==> src/rtl/sdram_port_arbiter.sv <==
// rtl/sdram_port_arbiter.sv - shares one SDRAM CPU port between the motherboard CPU and a DMA/loader port
// CPU has fixed priority; a starvation counter forces a DMA slot after STARVE back-to-back CPU wins.
module sdram_port_arbiter #(
  parameter int AW     = 23,
  parameter int LAT    = 6,
  parameter int STARVE = 4
) (
  input  logic          clk_sys,
  input  logic          reset,
  input  logic          ce_ref,
  input  logic          cpu_rd,
  input  logic          cpu_wr,
  input  logic [AW-1:0] cpu_addr,
  input  logic [7:0]    cpu_din,
  output logic [7:0]    cpu_q,
  output logic          cpu_ack,
  input  logic          dma_req,
  input  logic          dma_we,
  input  logic [AW-1:0] dma_addr,
  input  logic [7:0]    dma_din,
  output logic [7:0]    dma_q,
  output logic          dma_ack,
  output logic          mem_oe,
  output logic          mem_we,
  output logic [AW-1:0] mem_addr,
  output logic [7:0]    mem_din,
  input  logic [7:0]    mem_dout,
  output logic          busy
);
  localparam logic [3:0] LAT_LAST   = 4'(LAT - 1);
  localparam logic [3:0] STARVE_MAX = 4'(STARVE);

  typedef enum logic [1:0] {S_IDLE, S_ISSUE, S_WAIT, S_DONE} state_t;

  state_t          r_state;
  state_t          w_next;
  logic [3:0]      r_lat_cnt;
  logic [3:0]      r_starve_cnt;
  logic            r_is_dma;
  logic            r_is_wr;
  logic            r_mem_oe;
  logic            r_mem_we;
  logic [AW-1:0]   r_mem_addr;
  logic [7:0]      r_mem_din;
  logic [7:0]      r_cpu_q;
  logic [7:0]      r_dma_q;
  logic            r_cpu_ack;
  logic            r_dma_ack;

  logic            w_cpu_req;
  logic            w_grant_cpu;
  logic            w_grant_dma;
  logic            w_grant_wr;

  assign w_cpu_req   = cpu_rd | cpu_wr;
  assign w_grant_cpu = (r_state == S_IDLE) && ce_ref && w_cpu_req &&
                       !(dma_req && (r_starve_cnt == STARVE_MAX));
  assign w_grant_dma = (r_state == S_IDLE) && ce_ref && !w_grant_cpu && dma_req;
  // rd+wr together from the CPU resolves to a write
  assign w_grant_wr  = w_grant_cpu ? cpu_wr : dma_we;

  always_comb begin
    w_next = r_state;
    case (r_state)
      S_IDLE:  if (w_grant_cpu || w_grant_dma) w_next = S_ISSUE;
      S_ISSUE: if (ce_ref) w_next = S_WAIT;
      S_WAIT:  if (r_lat_cnt == LAT_LAST) w_next = S_DONE;
      S_DONE:  w_next = S_IDLE;
      default: w_next = S_IDLE;
    endcase
  end

  always_ff @(posedge clk_sys) begin
    if (reset) begin
      r_state      <= S_IDLE;
      r_lat_cnt    <= '0;
      r_starve_cnt <= '0;
      r_is_dma     <= 1'b0;
      r_is_wr      <= 1'b0;
      r_mem_oe     <= 1'b0;
      r_mem_we     <= 1'b0;
      r_mem_addr   <= '0;
      r_mem_din    <= '0;
      r_cpu_q      <= '0;
      r_dma_q      <= '0;
      r_cpu_ack    <= 1'b0;
      r_dma_ack    <= 1'b0;
    end else begin
      r_state   <= w_next;
      r_cpu_ack <= 1'b0;
      r_dma_ack <= 1'b0;
      case (r_state)
        S_IDLE: begin
          r_lat_cnt <= '0;
          if (w_grant_cpu || w_grant_dma) begin
            r_is_dma   <= w_grant_dma;
            r_is_wr    <= w_grant_wr;
            r_mem_addr <= w_grant_cpu ? cpu_addr : dma_addr;
            r_mem_din  <= w_grant_cpu ? cpu_din : dma_din;
            r_mem_we   <= w_grant_wr;
            r_mem_oe   <= !w_grant_wr;
          end
          if (w_grant_cpu && dma_req) begin
            if (r_starve_cnt != STARVE_MAX) r_starve_cnt <= r_starve_cnt + 4'd1;
          end else if (w_grant_cpu || w_grant_dma) begin
            r_starve_cnt <= '0;
          end
        end
        S_ISSUE, S_WAIT: begin
          // latency counts from ISSUE entry and holds once reached, however long ISSUE lasts
          if (r_lat_cnt != LAT_LAST) r_lat_cnt <= r_lat_cnt + 4'd1;
          if ((r_state == S_ISSUE) && ce_ref) begin
            r_mem_oe <= 1'b0;
            r_mem_we <= 1'b0;
          end
          if (w_next == S_DONE) begin
            r_cpu_ack <= !r_is_dma;
            r_dma_ack <= r_is_dma;
            if (!r_is_wr) begin
              if (r_is_dma) r_dma_q <= mem_dout;
              else          r_cpu_q <= mem_dout;
            end
          end
        end
        default: ;
      endcase
    end
  end

  assign mem_oe   = r_mem_oe;
  assign mem_we   = r_mem_we;
  assign mem_addr = r_mem_addr;
  assign mem_din  = r_mem_din;
  assign cpu_q    = r_cpu_q;
  assign dma_q    = r_dma_q;
  assign cpu_ack  = r_cpu_ack;
  assign dma_ack  = r_dma_ack;
  assign busy     = (r_state != S_IDLE);

endmodule

==> config.mk <==
export PLATFORM = sky130hd
export DESIGN_NAME = sdram_port_arbiter
export DESIGN_NICKNAME = d
export VERILOG_FILES = /design/src/rtl/sdram_port_arbiter.sv
export SDC_FILE = /design/constraint.sdc
export NUM_CORES = 1
export LEC_CHECK = 0
export CAP_MARGIN = 0
export CORE_MARGIN = 2
export CORE_UTILIZATION = 42
export DETAILED_ROUTE_END_ITERATION = 10
export PLACE_DENSITY = 0.8
export RECOVER_POWER = 50
export SETUP_SLACK_MARGIN = 0.2
export SYNTH_ARGS = -nofsm -noshare
export SYNTH_HDL_FRONTEND = slang
export SYNTH_SLANG_ARGS = --single-unit
==> constraint.sdc <==
create_clock -name clk_sys -period 2.5 [get_ports clk_sys]
set_input_delay 0.25 -clock clk_sys [delete_from_list [all_inputs] [get_ports clk_sys]]
set_output_delay 0.25 -clock clk_sys [all_outputs]
set_load 0.05 [all_outputs]
==> impl_metrics.py <==
metrics = {
    "routing": {
        "drt_pre_antenna_iters": 4,
        "drt-initial-drc-count": 130,
        "drc_errors": 0,
        "wire_per_inst_microns": 13.8,
        "via_per_inst": 4.98,
        "wirelength_microns": 7340,
        "vias": 2653,
        "ant_nets": 0,
    },
    "placed_design": {
        "place_ws_ns": 0.178,
        "dp_hpwl_microns": 5590,
        "gp_congestion": 0.774,
        "port_buffers": 128,
    },
    "cells_and_area": {
        "n_fill_cell": 579,
        "antenna_cells": 0,
        "nNetsFinal": 519,
        "drive_gt1_share_pct": 6.64,
        "regArea_sq_mm": 0.00126,
        "multi_input_area_sq_mm": 0.00157,
        "syn2layout_area_growth_pct": 50.4,
    },
    "timing": {
        "worstMarginPinSlew_ns": 0.749,
        "final-hold-violation-count": 0,
        "rsz0062_at_grt": "no",
        "setup_slack_ns": 0.328,
        "fin_skew_ns": 0.00840,
        "max_clock_freq_mhz": 460,
        "fin_crit_sh_pct": 86.9,
        "min_period_ns": 2.17,
        "final.setup.tns_ns": 0,
        "report.final.slew_viol_count": 0,
        "finalSetupViolations": 0,
        "maxSlewHeadroom_pct": 49.4,
    },
    "critical_path": {
        "critPathCaptureType": "flop",
        "worstSetupPathType": "reg2reg",
        "worstSetupStartpoint": "r_state[0]$_SDFF_PP0_",
        "critPathMaxFanout": 8,
        "crit_arrival_ns": 2.42,
        "regToRegStartpoint": "r_state[0]$_SDFF_PP0_",
        "cp.required_ns": 2.75,
        "start_kind": "flop",
    },
    "global_routing": {
        "grt_max_degree": 42,
        "overflow": 0,
        "antenna_found_initial": 0,
        "grt_pass1_vias": 2549,
        "grt_pass1_wl_microns": 11700,
        "track_usage_pct": 19.1,
    },
    "clock_network": {
        "clkSinkCount": 63,
        "htree_num_levels": 3,
        "cts_tree": "yes",
        "worstSkewPairLatency_ns": 0.32,
        "root_buffer": "clkbuf_8",
        "hold_buffers": 0,
        "cts_setup_buffers": 0,
        "cts_buffers": 9,
        "clockBufferDepth": 2,
        "clk_pin_slew_worst_paths_ns": 0.06,
    },
    "synth": {
        "ys_async_sr_fraction_pct": 0,
        "avgSynthCellArea_sq_um": 9.63,
        "ys_seq_area_share_pct": 42.2,
        "synth.cell_area_sq_mm": 0.00299,
        "synth.distinct_cells": 48,
        "synth_warnings": 0,
        "synth-edff-count": 0,
        "ys.flop_type": "dfxtp_1",
        "syn-num-nets": 396,
        "netlist_instances": 310,
        "synth_seq_cells": 63,
    },
    "run_status": {
        "outcome": "completed",
    },
    "floorplan": {
        "die_w_microns": 88.3,
        "io_pins": 129,
        "rows": 30,
        "initial_core_util_pct": 43.7,
        "die_area_sq_mm": 0.00780,
        "core_area_sq_mm": 0.00683,
        "die_h_microns": 88.3,
    },
    "power_and_ir_drop": {
        "power.leakage_nw": 1.83,
        "power_density_mw_per_mm2": 886,
        "peakVddDrop_uv": 459,
    },
    "job": {
        "drv_cap": 0,
    },
    "worst_hold_path": {
        "hold_start": "reset",
        "hold_class": "in2reg",
    },
}
-- placed cells by master, fill, tap and decap left out, drive strengths merged, types with 9 or more instances in the layout --
cell type	netlist	routed
a211oi	32	32
clkbuf	13	11
clkdlybuf4s50	0	75
dfxtp	63	63
dlygate4sd3	0	51
ha	9	9
inv	9	9
mux2i	47	47
nand2	9	9
nand2b	24	24
nor2	43	43
-- cell type report --
cell class,instances,area share (%)
Clock inverter,4,0.502
Tap cell,96,2.67
Sequential cell,63,28.1
Inverter,9,0.752
Timing Repair Buffer,134,29.8
Multi-Input combinational cell,216,35.0
Clock buffer,11,3.15
-- stage by stage --
step	instances	utilization (%)	instance area, sq um	power, mW	hold slack, ns
CTS	533	65.7	4490	4.07	0.308
detailed placement	518	63.3	4330	3.33	0.451
finish	533	65.7	4490	3.98	0.328
floorplan	310	-	2990	2.72	0.426
global route	533	65.7	4490	4.21	0.365
global placement	518	63.3	4330	3.28	0.443
-- per-layer routing --
layer  global-route usage, %  vias up  routed length, microns  part of all wire, %
met5                       0        -                       0                    0
met4                    6.20        0                      55                 0.75
li1                        -     1357                       -                    -
met3                    7.28        6                     684                  9.3
met1                    23.3     1189                    3000                   41
met2                    31.4      101                    3600                   49
-- repair_timing --
action / 4_1_cts / 5_1_grt
setup endpoints to repair: 1 / 29
endpoints found under the hold margin: 0 / 0
resized for setup: 1 / 3
-- critical path, cell delays in order (launching register included) --
cell and delay [ns]:
dfxtp_1 0.37, inv_1 0.15, ha_1 0.33, o311ai_0 0.31
nand3_1 0.29, o2111a_2 0.42, mux2i_1 0.23
-- worst paths after layout --
kind | endpoint | depth (start not counted) | slack (ns)
min | r_state[0]$_SDFF_PP0_ | 2 | 0.33
min reg2reg | mem_oe$_SDFFE_PP0P_ | 2 | 0.45
max | cpu_q[0]$_SDFFE_PP0P_ | 6 | 0.33
max reg2reg | cpu_q[0]$_SDFFE_PP0P_ | 6 | 0.33
-- registers in the layout, indices dropped and copies added (netlist names) --
register	flops
r_starve_cnt	4
mem_addr	23
mem_oe	1
cpu_q	8
dma_q	8
cpu_ack	1
mem_we	1
mem_din	8
r_lat_cnt	4
r_state	2
r_is_dma	1
r_is_wr	1
dma_ack	1
-- report_power, final --
part | leakage, nW | total [mW] | internal (mW) | switching, mW
Sequential | 0.516 | 1.30 | 1.18 | 0.112
Combinational | 1.23 | 1.94 | 0.713 | 1.23
Clock | 0.0850 | 0.737 | 0.376 | 0.361
-- Yosys cell counts, types with 4 or more instances --
library cell   n  area (sq um)
dfxtp_1       63          1260
mux2i_1       47           470
nor2_1        42           158
a211oi_1      31           233
nand2b_1      24           150
clkbuf_1      12          45.0
ha_1           9           113
inv_1          9          33.8
nand2_1        9          33.8
a21oi_1        8          40.0
nand3_1        5          25.0
nand3b_1       4          30.0
-- cells by family after synthesis --
family | Yosys count | share of synthesized area (%)
and+or+nand+nor | 100 | 17.2
DFF | 63 | 42.2
AOI/OAI and AO/OA | 60 | 15.9
muxes | 47 | 15.8
buffers and inverters | 31 | 5.19
adders and majority gates | 9 | 3.77
Note: power is estimated with default switching activity, not from simulation.
